==> config.mk <==
export PLATFORM = sky130hd
export DESIGN_NAME = transmitter
export DESIGN_NICKNAME = d
export VERILOG_FILES = /design/src/rtl/uart_pkg.sv /design/src/rtl/uart_baud_cnt.sv /design/src/rtl/transmitter.sv
export SDC_FILE = /design/constraint.sdc
export NUM_CORES = 1
export LEC_CHECK = 0
export BUFFER_PORTS_ARGS = -buffer_cell sky130_fd_sc_hd__buf_2
export CORE_UTILIZATION = 48
export CTS_CLUSTER_SIZE = 30
export DETAILED_ROUTE_END_ITERATION = 16
export GPL_TIMING_DRIVEN = 0
export HOLD_SLACK_MARGIN = 0.08
export PLACE_DENSITY = 0.67
export SYNTH_ARGS = -nofsm -noshare
export SYNTH_HDL_FRONTEND = slang
export SYNTH_HIERARCHICAL = 1
export SYNTH_SLANG_ARGS = --single-unit
==> constraint.sdc <==
create_clock -name clk -period 4.98 [get_ports clk]
set_input_delay 0.996 -clock clk [delete_from_list [all_inputs] [get_ports clk]]
set_output_delay 0.996 -clock clk [all_outputs]
set_load 0.1 [all_outputs]
==> src/rtl/uart_pkg.sv <==
// Shared UART definitions used by transmitter and receiver: frame FSM states,
// word-length encodings, datapath widths and a data-bit mask helper.
package uart_pkg;

  localparam int DATA_W = 8;
  localparam int BAUD_W = 16;

  // word_length encodings: data bits = 5 + word_length
  localparam logic [1:0] WL_5 = 2'd0;
  localparam logic [1:0] WL_6 = 2'd1;
  localparam logic [1:0] WL_7 = 2'd2;
  localparam logic [1:0] WL_8 = 2'd3;

  typedef enum logic [2:0] {
    IDLE   = 3'd0,
    START  = 3'd1,
    DATA   = 3'd2,
    PARITY = 3'd3,
    STOP   = 3'd4
  } uart_state_e;

  // Mask selecting the data bits actually carried for a given word length.
  function automatic logic [DATA_W-1:0] wl_mask(input logic [1:0] wl);
    logic [DATA_W-1:0] m;
    case (wl)
      WL_5:    m = 8'h1F;
      WL_6:    m = 8'h3F;
      WL_7:    m = 8'h7F;
      default: m = 8'hFF;
    endcase
    return m;
  endfunction

endpackage

==> src/rtl/uart_baud_cnt.sv <==
// Bit-period counter: counts 0..N-1 with N = max(n_i,1) and flags the last
// clock of each bit cell. Held at zero while clr_i is high.
module uart_baud_cnt
  import uart_pkg::*;
(
  input  logic              clk,
  input  logic              rst_n,
  input  logic              clr_i,
  input  logic [BAUD_W-1:0] n_i,
  output logic              bit_end_o
);

  logic [BAUD_W-1:0] cnt_q;
  logic [BAUD_W-1:0] cnt_d;
  logic [BAUD_W-1:0] last_w;

  // A period of 0 behaves like 1, so the last count is simply n_i-1 clamped at 0.
  always_comb begin
    last_w    = (n_i == '0) ? '0 : n_i - 1'b1;
    bit_end_o = !clr_i && (cnt_q == last_w);
    cnt_d     = (clr_i || bit_end_o) ? '0 : cnt_q + 1'b1;
  end

  // Counter register.
  always_ff @(posedge clk or negedge rst_n) begin
    if (!rst_n) cnt_q <= '0;
    else        cnt_q <= cnt_d;
  end

endmodule

==> src/rtl/transmitter.sv <==
// UART serial transmit engine: start bit, 5..8 data bits LSB first, optional
// even parity, stop bit(s). Frame format is shadowed at acceptance so input
// changes mid-frame do not disturb the current frame.
// Optional macro UART_TX_TWO_STOP_EN: send two stop bits instead of one.
module transmitter
  import uart_pkg::*;
(
  input  logic              clk,
  input  logic              rst_n,
  input  logic [1:0]        word_length,
  input  logic [BAUD_W-1:0] baud_rate_cnt,
  input  logic              parity_en,
  input  logic [DATA_W-1:0] pi_tx_data,
  input  logic              pi_flag,
  output logic              tx,
  output logic              po_busy,
  output logic              po_done
);

  uart_state_e       state_q;
  logic [DATA_W-1:0] data_q;
  logic [1:0]        wl_q;
  logic              par_q;
  logic [BAUD_W-1:0] baud_q;
  logic [2:0]        idx_q;
  logic              tx_q;
  logic              busy_q;
  logic              done_q;
`ifdef UART_TX_TWO_STOP_EN
  logic              stop2_q;
`endif

  logic       bit_end_w;
  logic       frame_end_w;
  logic       accept_w;
  logic [2:0] idx_d;
  logic [2:0] last_idx_w;
  logic       parity_w;

  uart_baud_cnt u_baud (
    .clk       (clk),
    .rst_n     (rst_n),
    .clr_i     (state_q == IDLE),
    .n_i       (baud_q),
    .bit_end_o (bit_end_w)
  );

  // Frame-end detection, strobe acceptance, index and parity helpers.
  // A strobe on the final stop clock is accepted so frames can run with no gap.
  always_comb begin
`ifdef UART_TX_TWO_STOP_EN
    frame_end_w = (state_q == STOP) && bit_end_w && stop2_q;
`else
    frame_end_w = (state_q == STOP) && bit_end_w;
`endif
    accept_w   = pi_flag && ((state_q == IDLE) || frame_end_w);
    idx_d      = idx_q + 3'd1;
    last_idx_w = 3'd4 + {1'b0, wl_q};
    parity_w   = ^(data_q & wl_mask(wl_q));
  end

  // Shadow copy of the character and frame format, taken at acceptance.
  always_ff @(posedge clk or negedge rst_n) begin
    if (!rst_n) begin
      data_q <= '0;
      wl_q   <= '0;
      par_q  <= 1'b0;
      baud_q <= '0;
    end else if (accept_w) begin
      data_q <= pi_tx_data;
      wl_q   <= word_length;
      par_q  <= parity_en;
      baud_q <= baud_rate_cnt;
    end
  end

  // Frame FSM; tx/busy/done are registered and change on bit-cell boundaries.
  always_ff @(posedge clk or negedge rst_n) begin
    if (!rst_n) begin
      state_q <= IDLE;
      idx_q   <= '0;
      tx_q    <= 1'b1;
      busy_q  <= 1'b0;
      done_q  <= 1'b0;
`ifdef UART_TX_TWO_STOP_EN
      stop2_q <= 1'b0;
`endif
    end else begin
      done_q <= 1'b0;
      case (state_q)
        IDLE: begin
          tx_q   <= 1'b1;
          busy_q <= 1'b0;
          if (accept_w) begin
            state_q <= START;
            tx_q    <= 1'b0;
            busy_q  <= 1'b1;
          end
        end
        START: begin
          if (bit_end_w) begin
            state_q <= DATA;
            idx_q   <= '0;
            tx_q    <= data_q[0];
          end
        end
        DATA: begin
          if (bit_end_w) begin
            if (idx_q == last_idx_w) begin
              state_q <= par_q ? PARITY : STOP;
              tx_q    <= par_q ? parity_w : 1'b1;
            end else begin
              idx_q <= idx_d;
              tx_q  <= data_q[idx_d];
            end
          end
        end
        PARITY: begin
          if (bit_end_w) begin
            state_q <= STOP;
            tx_q    <= 1'b1;
          end
        end
        STOP: begin
`ifdef UART_TX_TWO_STOP_EN
          if (bit_end_w && !stop2_q) stop2_q <= 1'b1;
`endif
          if (frame_end_w) begin
`ifdef UART_TX_TWO_STOP_EN
            stop2_q <= 1'b0;
`endif
            done_q <= 1'b1;
            idx_q  <= '0;
            if (accept_w) begin
              state_q <= START;
              tx_q    <= 1'b0;
              busy_q  <= 1'b1;
            end else begin
              state_q <= IDLE;
              tx_q    <= 1'b1;
              busy_q  <= 1'b0;
            end
          end
        end
        default: begin
          state_q <= IDLE;
          tx_q    <= 1'b1;
          busy_q  <= 1'b0;
        end
      endcase
    end
  end

  assign tx      = tx_q;
  assign po_busy = busy_q;
  assign po_done = done_q;

endmodule

==> results.md <==
- TritonCTS built the clock tree.
- The growth of design area from synthesis to finish is 12.9%.
- For the final routed database, the setup TNS stands at 0 ns.
- The total grt overflow is 0.
- Counting flops with an async set or reset pin after synthesis yields a share of 100%.
- The final setup violation count is 0.
- The placeable core region is about 6800 µm².
- The adder and majority gate portion of the synthesized area is under 10%.
- The share of total power in the clock network is 19.7%.
- The post-route antenna net violation count is 0.
- The synthesized-area fraction occupied by and/or/nand/nor cells is roughly a fifth.
- Net switching is a little under two fifths of the power.
- The shortest period the worst path allows is 4.65 ns.
- The max-cap check violation count is 0.
- Internal power comes to roughly 0.98 mW.
- The instance count of the mapped netlist is 334.
- STA classifies the critical path startpoint as a flip-flop.
- The mean number of vias per cell is 5.56.
- The CTS buffer count is 5.
- The combinational family with the most area after synthesis is simple AND/OR/NAND/NOR gates.
- The maximum number of pins on one net before global-route repair is 53.
- The number of pins with negative max-slew slack in the final report is 0.
- Of the cells placed in the final design, the portion with a size suffix greater than 1 is approximately 24%.
- For this run, the register share of the synthesized area comes to between 30% and 40%.
- The count of buffers inserted at the top-level ports is 32.
- The arrival time at the worst endpoint is between 4 and 5 ns.
- Counting along the longest clock path gives a buffer depth of 2.
- In the global route stage, overall resource usage came out at ~20%.
- The tree built by TritonCTS fans out to 52 sinks.
- The fraction of the mapped netlist area in compound gates is about an eighth.
- The first-iteration detailed-routing DRC count is 85.
- After Yosys synthesis, XOR and XNOR cells account for 10.7% of the synthesized area.
- The endpoint class of the critical path is a flip-flop.
- The net count of the mapped netlist is 367.
- The largest driver fanout on the critical path is 10.
- The final count of hold timing violations is 0.
- The part of the total power dissipated in combinational logic is 39.7%.
- The initial antenna violation count is 0.
- The cell chosen for the clock root is clkbuf_8.
- In this run the vertical extent of the chip is 85.9 µm.
- The number of library cell types mapped by synthesis is between 60 and 70.
- The run finished with clean final reports.
- VDD sags by at most just under 300 µV.
- The number of H-tree levels is 2.
- The post-synthesis cell area is around 3400 µm².
- The wire length of the first global-routing pass is about 12,000 µm.
- The period utilization is 93.4%.
- Based on the critical path, the design can be clocked at up to approximately 210 MHz.
- The power density normalized to cell area is approximately 410 nW/µm².
- The worst setup slack before clock tree synthesis is 0.0974 ns.
- The required time at the worst-slack endpoint is 5.18 ns.
- Across all setup checks in the final design, the least slack found is approximately 0.33 ns.
- The floorplan die area is about 7400 µm².
- The number of fillers in the final layout is roughly 640.
- The clock-pin slew of the registers on the worst-case setup and hold paths is approximately 0.10 ns.
- The congestion estimate from routability-driven global placement came to 0.834.
- During I/O placement, the number of pins put on the boundary was 33.
- The routed via count is between 2,000 and 3,000.
- The maximum clock skew at final layout is 0.00953 ns.
- The worst max-slew margin expressed relative to the limit is a little under a quarter.
- The clock latency on the worst-skew pair is 0.31 ns.
- The DRC violation count after routing is 0.
- The routed wirelength normalized by instance count is between 10 and 15 µm.
- The actual slew at the worst max-slew pin is ~1.2 ns.
- Sequential cells account for between 40% and 50% of the total power.
- The synthesized design contains 0 enable-type register cells.
- In the synthesized netlist the dominant register cell turns out to be dfrtp_1.
- In this run the worst hold path is classified as flip-flop to flip-flop.
- After layout, the design draws a total of ~1.6 mW.
- Wires add up to between 7000 and 8000 µm.
- The iteration count of the initial detailed-routing pass is 4.
- The floorplan has 30 rows.
- The horizontal extent of the die is between 80 and 90 µm.
- The initial core utilization is between 40 and 50%.
- In this run the static leakage power is between 1.5 and 2 nW.
- Setup repair after global routing left no endpoint under its margin.
- The post-synthesis mux area share is between 10% and 20%.
- The via count of the first global-routing pass was 2,517.
- The net count of the finished layout is roughly 400.
- Synthesis inferred 52 register bits.
- Each instance of the synthesized netlist takes up on average 10.1 µm².
- For this design the total switching power over the nets is approximately 0.58 mW.
- Yosys printed 6 warnings.
- Summed over all nets, the half-perimeter wirelength after detailed placement is roughly 5200 µm.
- The setup path with the least slack is of type flip-flop to flip-flop.
- The number of antenna diodes is 0.
[flip-flops by register name, indices dropped and copies added (netlist names)]
signal,count
baud_q,16
state_q,3
data_q,8
u_baud/cnt_q,16
po_busy,1
idx_q,3
par_q,1
wl_q,2
tx,1
po_done,1
[synth_stat cells (4+ instances only)]
cell type | count | share of area (%)
a21oi_1 | 10 | 1.5
and3_1 | 6 | 1.1
buf_2 | 4 | 0.59
clkbuf_1 | 10 | 1.1
dfrtp_1 | 51 | 38
inv_1 | 11 | 1.2
mux2_2 | 26 | 8.7
mux2i_1 | 5 | 1.5
nand2_1 | 17 | 1.9
nand2b_1 | 7 | 1.3
nand3_1 | 11 | 1.6
nor2_1 | 28 | 3.1
nor3_1 | 15 | 2.2
nor3b_1 | 5 | 1.1
nor4_1 | 7 | 1.3
o21a_1 | 4 | 0.89
o21ai_0 | 9 | 1.3
or3_1 | 5 | 0.93
xnor2_1 | 19 | 4.9
xnor3_1 | 4 | 2.7
xor2_1 | 12 | 3.1
[logic make-up (layout without fill, tap and decap cells)]
kind of cell             Yosys count  after routing
AND/OR/NAND/NOR                  124            124
AO/OA/AOI/OAI                     55             55
flip-flops                        52             52
XOR/XNOR                          35             35
multiplexers                      35             35
buffers and inverters             30             70
adder cells (fa/ha/maj)            3              3
[per-stage QoR]
step | cells | utilization [%] | cell area (µm²) | hold WS (ns)
global placement | 462 | 53.8 | 3660 | 0.486
finish | 470 | 56.1 | 3810 | 0.516
detailed placement | 462 | 53.8 | 3660 | 0.496
global route | 470 | 56.1 | 3810 | 0.534
floorplan | 334 | - | 3380 | 0.474
CTS | 470 | 55.6 | 3780 | 0.520
[power by group through the flow]
| stage | Sequential, mW | Combinational, mW | Clock (mW) |
|---|---|---|---|
| after detailed placement | 0.640 | 0.613 | 0 |
| after global routing | 0.648 | 0.679 | 0.331 |
| after global placement | 0.637 | 0.597 | 0 |
| final | 0.632 | 0.618 | 0.307 |
| after CTS | 0.631 | 0.616 | 0.319 |
| after floorplan | 0.658 | 0.452 | 0 |
[placed cells by master (no fill, tap or decap), drive strengths merged, types with 11 or more instances in the layout]
cell / count
inv: 11
nor3: 15
xnor2: 19
mux2: 28
buf: 37
dfrtp: 51
xor2: 12
nand3: 12
nand2: 17
clkbuf: 19
nor2: 29
[repair_timing]
action | CTS | global route
resized for setup | 0 | 6
setup buffers | 0 | 0
hold buffers | 0 | 0
setup endpoints to repair | 0 | 22
[path summary, 6_finish.rpt]
path | from | cells after the start | slack (ns) | end
max | baud_q[0] | 15 | 0.33 | baud_q[4]
min | baud_q[2] | 1 | 0.52 | baud_q[2]
max reg2reg | baud_q[0] | 15 | 0.33 | baud_q[4]
min reg2reg | baud_q[2] | 1 | 0.52 | baud_q[2]
max in group asynchronous | rst_n | 1 | 3.36 | baud_q[5]
min in group asynchronous | rst_n | 1 | 0.91 | idx_q[2]
[cell type report]
| class | count | area (µm²) | share of cell area [%] |
|---|---|---|---|
| multi-input combinational | 252 | 1950 | 51.2 |
| sequential | 52 | 1300 | 34.2 |
| timing repair buffer | 32 | 160 | 4.20 |
| tap | 96 | 120 | 3.15 |
| buffer | 19 | 114 | 2.99 |
| clock buffer | 6 | 82.6 | 2.17 |
| inverter | 11 | 41.3 | 1.08 |
| clock inverter | 2 | 38.8 | 1.02 |
[routing by layer]
| metal | track usage [%] | wire length, µm | vias up |
|---|---|---|---|
| met5 | 0 | 0 | - |
| li1 | - | - | 1300 |
| met3 | 4.23 | 207 | 9 |
| met2 | 34.5 | 3550 | 38 |
| met1 | 26.4 | 3220 | 1268 |
| met4 | 4.55 | 66 | 0 |
[critical path: stages, from the launching register on]
cell       delay, ns
dfrtp_1         0.38
clkbuf_1        0.23
inv_1           0.11
ha_1            0.23
or4b_1          0.44
clkbuf_1        0.25
or3_1           0.38
and2_1          0.18
a2111oi_2       0.45
nand3_1         0.11
or4b_1          0.53
nor3_2          0.24
nand2b_1        0.24
nand3_4         0.17
clkbuf_4        0.26
mux2_1          0.32
(Power assumes the default switching activity.)
